File: src/rtl/sdram_bus_arbiter4_if.sv
// Bus-ownership signals between the four write-bus masters and the
// arbiter that steers the SDRAM controller's 4:1 data mux.
interface sdram_bus_arbiter4_if #(
  parameter int CNT_WIDTH = 4
);
  logic [3:0]           req;
  logic                 slave_ready;
  logic [3:0]           grant;
  logic [1:0]           mux_sel;
  logic                 bus_valid;
  logic [CNT_WIDTH-1:0] beat_count;
  logic                 burst_done;

  // Arbiter side: owns grant/select, observes requests and controller ready.
  modport master (
    input  req, slave_ready,
    output grant, mux_sel, bus_valid, beat_count, burst_done
  );

  // Master/controller side: raises requests, sees grant and status.
  modport slave (
    output req, slave_ready,
    input  grant, mux_sel, bus_valid, beat_count, burst_done
  );
endinterface

File: src/rtl/sdram_bus_arbiter4.sv
// Four-master round-robin arbiter for the SDRAM write bus.
// Each tenure is bounded to MAX_BURST accepted beats; every change of
// ownership passes through one IDLE cycle with grant=0 so the data mux
// select settles before a new owner's data is qualified.
module sdram_bus_arbiter4 #(
  parameter int MAX_BURST = 8,
  parameter int CNT_WIDTH = 4
) (
  input  logic                  clk,
  input  logic                  rst_n,
  sdram_bus_arbiter4_if.master  bus
);

  typedef enum logic {IDLE = 1'b0, OWN = 1'b1} state_t;

  // Count value that, with one more beat, closes the tenure.
  localparam logic [CNT_WIDTH-1:0] LAST_BEAT = CNT_WIDTH'(MAX_BURST - 1);
  localparam logic [CNT_WIDTH-1:0] FULL_CNT  = CNT_WIDTH'(MAX_BURST);

  state_t     state;
  logic [1:0] ptr;       // last owner; search starts just after it
  logic [1:0] winner;
  logic       any_req;
  logic       owner_req;
  logic       beat;

  // Owner still has data and the bus is granted to it.
  assign bus.bus_valid = |(bus.grant & bus.req);
  assign beat          = bus.bus_valid & bus.slave_ready;
  // In OWN, mux_sel always holds the owner's index.
  assign owner_req     = bus.req[bus.mux_sel];
  assign any_req       = |bus.req;

  // Round-robin pick: scan ptr+4 down to ptr+1 so the nearest requester
  // after ptr is the last assignment and therefore wins.
  always_comb begin
    winner = 2'd0;
    for (int k = 4; k >= 1; k--) begin
      if (bus.req[ptr + 2'(k)]) winner = ptr + 2'(k);
    end
  end

  // Ownership FSM with registered grant, select, counter and done pulse.
  always_ff @(posedge clk or negedge rst_n) begin
    if (!rst_n) begin
      state          <= IDLE;
      ptr            <= 2'd3;
      bus.grant      <= 4'b0000;
      bus.mux_sel    <= 2'd0;
      bus.beat_count <= '0;
      bus.burst_done <= 1'b0;
    end else begin
      bus.burst_done <= 1'b0;
      case (state)
        IDLE: begin
          // mux_sel and beat_count hold until the next tenure starts.
          if (any_req) begin
            bus.grant      <= 4'b0001 << winner;
            bus.mux_sel    <= winner;
            bus.beat_count <= '0;
            state          <= OWN;
          end
        end
        OWN: begin
          if (!owner_req) begin
            // Voluntary release; no beat is possible this cycle.
            bus.grant <= 4'b0000;
            ptr       <= bus.mux_sel;
            state     <= IDLE;
          end else if (beat) begin
            if (bus.beat_count == LAST_BEAT) begin
              bus.beat_count <= FULL_CNT;
              bus.grant      <= 4'b0000;
              bus.burst_done <= 1'b1;
              ptr            <= bus.mux_sel;
              state          <= IDLE;
            end else begin
              bus.beat_count <= bus.beat_count + 1'b1;
            end
          end
        end
        default: state <= IDLE;
      endcase
    end
  end

endmodule

File: src/flat_wrapper.sv
// flat-port wrapper written by rule: the top's interface ports become plain ports
module sdram_bus_arbiter4_flat 
#(
  parameter int MAX_BURST = 8,
  parameter int CNT_WIDTH = 4
)
  (clk, rst_n, bus_req, bus_slave_ready, bus_grant, bus_mux_sel, bus_bus_valid, bus_beat_count, bus_burst_done);
  sdram_bus_arbiter4_if #(.CNT_WIDTH(CNT_WIDTH)) bus_i ();
  input  logic clk;
  input  logic rst_n;
  input wire logic [$bits(bus_i.req)-1:0] bus_req;
  input wire logic [$bits(bus_i.slave_ready)-1:0] bus_slave_ready;
  output wire logic [$bits(bus_i.grant)-1:0] bus_grant;
  output wire logic [$bits(bus_i.mux_sel)-1:0] bus_mux_sel;
  output wire logic [$bits(bus_i.bus_valid)-1:0] bus_bus_valid;
  output wire logic [$bits(bus_i.beat_count)-1:0] bus_beat_count;
  output wire logic [$bits(bus_i.burst_done)-1:0] bus_burst_done;
  assign bus_i.req = bus_req;
  assign bus_i.slave_ready = bus_slave_ready;
  assign bus_grant = bus_i.grant;
  assign bus_mux_sel = bus_i.mux_sel;
  assign bus_bus_valid = bus_i.bus_valid;
  assign bus_beat_count = bus_i.beat_count;
  assign bus_burst_done = bus_i.burst_done;
  sdram_bus_arbiter4 #(.MAX_BURST(MAX_BURST), .CNT_WIDTH(CNT_WIDTH)) u_core (.clk(clk), .rst_n(rst_n), .bus(bus_i));
endmodule
File: config.mk
export PLATFORM = sky130hd
export DESIGN_NAME = sdram_bus_arbiter4_flat
export DESIGN_NICKNAME = d
export VERILOG_FILES = /design/src/rtl/sdram_bus_arbiter4_if.sv /design/src/rtl/sdram_bus_arbiter4.sv /design/src/flat_wrapper.sv
export SDC_FILE = /design/constraint.sdc
export NUM_CORES = 1
export LEC_CHECK = 0
export ABC_CLOCK_PERIOD_IN_PS = 2100
export CORE_MARGIN = 2
export CORE_UTILIZATION = 47
export CTS_CLUSTER_DIAMETER = 30
export DETAILED_ROUTE_END_ITERATION = 10
export GPL_ROUTABILITY_DRIVEN = 0
export PLACE_DENSITY = 0.75
export SLEW_MARGIN = 20
export SYNTH_ARGS = -nofsm -noshare
export SYNTH_HDL_FRONTEND = slang
export SYNTH_SLANG_ARGS = --single-unit
File: constraint.sdc
create_clock -name clk -period 2.1 [get_ports clk]
set_input_delay 0.42 -clock clk [delete_from_list [all_inputs] [get_ports clk]]
set_output_delay 0.42 -clock clk [all_outputs]
set_load 0.03 [all_outputs]
=== Yosys cells after proc, flatten, opt, wreduce, memory -nomap -nowiden ===
Index checks and enable logic that the tools add are counted.

* Add/subtract/negate cells: 4
* Multiply operators: 0
* Div/mod/pow operators: 0
* Magnitude comparators: 5
* Equal/unequal tests: 8
* Shifts and indexed selects: 1
* Mux-type cells: 36
* Bitwise gates (word level): 3
* Reduce and logical (&&, ||, !) cells: 6

{| class="wikitable"
|+ Operators by type and width
! operator !! number
|-
| 4-bit two-way mux || 8
|-
| 4-bit one-hot mux with 2 select lines || 2
|-
| 2-bit by 3-bit less-than comparator with 1-bit output (second input constant) || 5
|-
| 2-bit two-way mux || 7
|-
| 1-bit two-way mux || 13
|-
| 1-bit binary-select mux with 2-bit select || 5
|-
| 3-bit AND reduction || 3
|-
| 2-bit != test (second input constant) || 4
|-
| 4-bit OR reduction || 2
|-
| 3-bit != test (second input constant) || 2
|-
| 2-bit adder (second input constant) || 2
|-
| 4-bit by 1-bit adder with 4-bit output (second input constant) || 1
|-
| 4-bit bitwise AND || 1
|-
| 4-bit by 3-bit equality test with 1-bit output (second input constant) || 1
|-
| 1-bit by 2-bit left shift with 4-bit output (first input constant) || 1
|-
| 2-bit by 1-bit adder with 2-bit output (second input constant) || 1
|-
| 2-bit by 1-bit != test with 1-bit output (second input constant) || 1
|-
| 1-bit one-hot mux with 2 select lines || 1
|-
| 2-bit AND reduction || 1
|-
| 1-bit bitwise AND || 1
|-
| 1-bit inverter || 1
|}

* Bits in registers: 14
* Latch bits: 0
* Memory bits (writable): 0
* Memory bits (read-only): 0
* Bits of input ports: 7
* Output and inout bits: 12
* Logic and storage cells: 69
* Memories kept: 0

=== Longest topological paths before layout ===
* Word-level depth: 9
* Depth in mapped cells: 5
* Mapped depth without buffers: 5

=== Least setup slack after synthesis ===
No wires, ideal clock.

* Path kind: flip-flop to flip-flop
* Start: reg u_core.bus.beat_count[0]
* End: reg u_core.ptr[0]
* Setup time: 0.082 ns
* Arrival time: 1.815 ns
* Required time: 2.018 ns
* Setup slack: 0.203 ns
* Cell stages (with the launch flop): 6
* Path buffers: 0
* Clock period less this slack: 1.897 ns
* Cells stage by stage: dfrtp_1 -> ha_1 -> nand3b_1 -> a211o_1 -> a21boi_2 -> mux2_2

* Cells in the longest elaborated chain, start to end: 3

{| class="wikitable"
|+ Ends and longest elaborated chain
! item !! line !! RTL
|-
| start, declared || sdram_bus_arbiter4_if.sv:17 || <nowiki>output grant, mux_sel, bus_valid, beat_count, burst_done</nowiki>
|-
| start signal, assigned || sdram_bus_arbiter4.sv:78 || <nowiki>bus.beat_count <= bus.beat_count + 1'b1;</nowiki>
|-
| 4-bit by 3-bit equality test with 1-bit output || sdram_bus_arbiter4.sv:71 || <nowiki>if (bus.beat_count == LAST_BEAT) begin</nowiki>
|-
| 2-bit != test (no line) || -- ||
|-
| 3-bit AND reduction (no line) || -- ||
|-
| end signal, assigned || sdram_bus_arbiter4.sv:68 || <nowiki>ptr <= bus.mux_sel;</nowiki>
|-
| end signal, assigned || sdram_bus_arbiter4.sv:75 || <nowiki>ptr <= bus.mux_sel;</nowiki>
|-
| end, declared || sdram_bus_arbiter4.sv:21 || <nowiki>logic [1:0] ptr;</nowiki>
|}

Every way passes these cells.
A chain may end at the register's enable or synchronous reset.

=== Final worst setup path ===
* Start: in bus_req[0]
* End: out bus_bus_valid

* Cells in the longest elaborated chain, start to end: 2

{| class="wikitable"
|+ Ends and longest elaborated chain
! item !! line !! RTL
|-
| start, declared || flat_wrapper.sv:11 || <nowiki>input wire logic [$bits(bus_i.req)-1:0] bus_req;</nowiki>
|-
| 4-bit bitwise AND || sdram_bus_arbiter4.sv:28 || <nowiki>assign bus.bus_valid = |(bus.grant & bus.req);</nowiki>
|-
| 4-bit OR reduction || sdram_bus_arbiter4.sv:28 ||
|-
| end, declared || flat_wrapper.sv:15 || <nowiki>output wire logic [$bits(bus_i.bus_valid)-1:0] bus_bus_valid;</nowiki>
|}

Every way passes these cells.

==> reports/metrics.csv <==
stage,metric,value,unit
grt,largest net degree at the start of global routing,15,
grt,vias in the first global route,700,
logic_synthesis,Post-synth ARST share,100,%
clock_network,Clock transition at path regs,0.09,ns
floorplan,Ports,19,
clock_network,CTS sink cnt,14,
logic_synthesis,post-synth top area cell,dfrtp_1,
setup_path,Bufs and invs on worst path,2,
clock_network,postcts setup bufs,0,
place,Place WS,-0.217,ns
timing,Tmin final,2.01,ns
cells_and_area,layout cells sized above 1,20.9,%
grt,GR Util met2,34.1,%
setup_path,Crit path largest cell delay,0.42,ns
logic_synthesis,Post-Syn Area per Cell,9.69,um2
logic_synthesis,Netlist cell types,30,
setup_path,CP endpoint kind,primary output,
pwr,Pwr per Cell Area,1430,mW/mm2
setup_path,slowest cell on the critical path,clkdlybuf4s50_1,
route,DRC viols,0,
timing,final setup fails,0,
route,DR WL/cell,14.7,um
setup_path,"critical path, cell by cell","clkdlybuf4s50_1, a22oi_1, nand2_1, dlygate4sd2_1",
timing,unrepaired setup endpoints after global routing,false,
clock_network,Root Driver,clkbuf_4,
clock_network,CTS buffer count,3,
floorplan,Row Count,14,
grt,Global Route Usage Sum,21.4,%
outcome,status,"finished, final reports clean",
logic_synthesis,Main synth FF type,dfrtp_1,
floorplan,Initial Util,50.2,%
setup_path,Startpoint Class,primary input,
grt,total grt overflow,0,
logic_synthesis,top post-synthesis cells by area,"dfrtp_1 (39%), nand2_1 (7.4%), dfstp_2 (6.9%)",
grt,antenna violations before repair,0,
setup_path,crit-path leading delay family,buffers and inverters,
clock_network,Worst-Skew Late Latency,0.28,ns
place,IO buf count,18,
route,Post-Route WL,1.85,mm
place,post-detail-place hpwl,1.36,mm
timing,slew margin rel.,56.7,%
route,DR iter-0 viols,15,
min_path,Hold WC Path Type,in -> async,
route,Post-DRT Antenna Nets,0,
floorplan,Die X,44.4,um
timing,Slew Limit Fails,0,
setup_path,crit path DAT,1.59,ns
logic_synthesis,Synthesized Nets,87,
clock_network,CTS H-Tree Depth,1,
logic_synthesis,sequential area share after synthesis,46.1,%
pwr,leak pwr,0.464,nW
cells_and_area,ANT cells,0,
logic_synthesis,post-synth top area share,39.2,%
timing,Worst Slack Setup Final,0.0898,ns
logic_synthesis,Seq cells post-synth,14,
timing,Max Clock Skew,0.00534,ns
timing,Fin. Hold Viols,0,
clock_network,# hold bufs at CTS,0,
cells_and_area,Final #Nets,119,
pwr,PnR Total Power,0.00154,W
setup_path,worst-path fanout max,3,
cells_and_area,FILL cells,122,
timing,Worst Tran Pin Value,0.647,ns
logic_synthesis,Ys Warns,0,
grt,met3 layer usage reported by global route,5.71,%
setup_path,"Worst Path Class, Setup",in -> out,
timing,setup_tns,0,ns
clock_network,CTS Buffer Depth,2,
cells_and_area,Syn-to-layout area delta,41.0,%
floorplan,Die Ht,44.4,um
clock_network,CTS tree,built,
floorplan,core area,0.00152,mm2
place,dpl cell area,0.00104,mm2
logic_synthesis,Cells after Synth,79,
timing,Tcrit/Tclk final,95.7,%
cells_and_area,fin area,0.00108,mm2
grt,GR Layer Usage met1,27.7,%
timing,Fmax,497,MHz
pwr,VDD IR max,0.957,mV
logic_synthesis,"EDFF count, synth",0,
run,max-cap violations,0,
grt,GRT busiest layer,met2,
route,first drt pass iteration count,4,
floorplan,Die Area,0.00197,mm2
route,routed via count,733,
setup_path,"Req. time, crit path",1.68,ns
route,vias per inst,5.82,
logic_synthesis,Synth Cell Area,766,um2
grt,first-pass GRT wire length,3.02,mm
==> registers in the layout, summed over array words and instances, names as in the netlist <==
register and flops:
u_core.ptr 2, u_core.state 1, u_core.bus.grant 4, u_core.bus.mux_sel 2, u_core.bus.beat_count 4, u_core.bus.burst_done 1
==> kinds of logic after synthesis <==
group | Yosys count | synth area share (%)
muxes | 5 | 8.50
adders and majority gates | 1 | 1.63
buffers and inverters | 4 | 2.12
and+or+nand+nor | 32 | 20.4
AOI/OAI and AO/OA | 23 | 21.2
DFF | 14 | 46.1
==> worst paths after layout <==
check,startpoint,to,slack [ns],cells after the start
max,bus_req[0],bus_bus_valid,0.09,4
min,rst_n,u_core.bus.grant[2],0.53,1
max reg2reg,u_core.bus.beat_count[0],u_core.ptr[1],0.32,5
min reg2reg,u_core.bus.mux_sel[1],u_core.bus.mux_sel[1],0.56,2
max in group asynchronous,rst_n,u_core.bus.beat_count[3],1.15,1
min in group clk,u_core.bus.mux_sel[1],u_core.bus.mux_sel[1],0.56,2
==> placed cells by master, fill, tap and decap left out, drive strengths merged <==
| master | count |
|---|---|
| mux2 | 2 |
| and2 | 1 |
| a21boi | 1 |
| nand2b | 2 |
| mux2i | 2 |
| nand3b | 1 |
| o211ai | 1 |
| clkdlybuf4s50 | 17 |
| o21ai | 3 |
| a211o | 2 |
| o32ai | 2 |
| mux4 | 1 |
| buf | 11 |
| o311ai | 1 |
| and3 | 1 |
| inv | 2 |
| nand4 | 2 |
| a21oi | 4 |
| a21o | 2 |
| nand2 | 15 |
| a22oi | 2 |
| dlygate4sd2 | 1 |
| nand4b | 1 |
| dfstp | 2 |
| o311a | 1 |
| o22ai | 4 |
| nor2b | 4 |
| ha | 1 |
| dfrtp | 12 |
| clkbuf | 4 |
| nor2 | 5 |
==> metal layers <==
metal  part of all wire [%]  up-vias
li1                       -      352
met1                     47      355
met2                     47       24
met3                    5.0        2
met4                   0.97        0
met5                      0        -
==> power by group <==
group	switching [W]	internal, W
clock	0.0000930	0.000105
combinational	0.000448	0.000398
sequential	0.000114	0.000385
==> layout make-up <==
cell class              instances  area (um2)  share of cell area (%)
well taps                      16        20.0                    1.85
repair buffers                 29         262                    24.2
clock buffers                   4        36.3                    3.36
multi-input cells              61         402                    37.2
flip-flops and latches         14         353                    32.7
inverters                       2        7.51                   0.695
==> Yosys cell counts, types with 2 or more instances <==
library cell / instances
nand2_1: 15
dfrtp_1: 12
nor2_1: 5
a21oi_1: 4
nor2b_1: 4
o22ai_1: 4
a211o_1: 2
a21o_1: 2
a22oi_1: 2
dfstp_2: 2
inv_1: 2
mux2_2: 2
mux2i_1: 2
nand2b_1: 2
nand4_1: 2
o21ai_0: 2
o32ai_1: 2
==> metrics by stage <==
step	util (%)	std cells	hold slack (ns)
4_1_cts	70.5	126	0.548
3_5_place_dp	68.2	122	0.536
2_1_floorplan	-	79	0.124
6_report	70.9	126	0.529
5_1_grt	70.9	126	0.570
3_3_place_gp	68.2	122	0.529
==> timing repair <==
| item | 4_1_cts | 5_1_grt |
|---|---|---|
| endpoints found under the hold margin | 0 | 0 |
| gates resized for setup | 1 | 1 |
| setup endpoints to repair | 1 | 1 |
No activity file was read; power rests on OpenSTA's default activity.
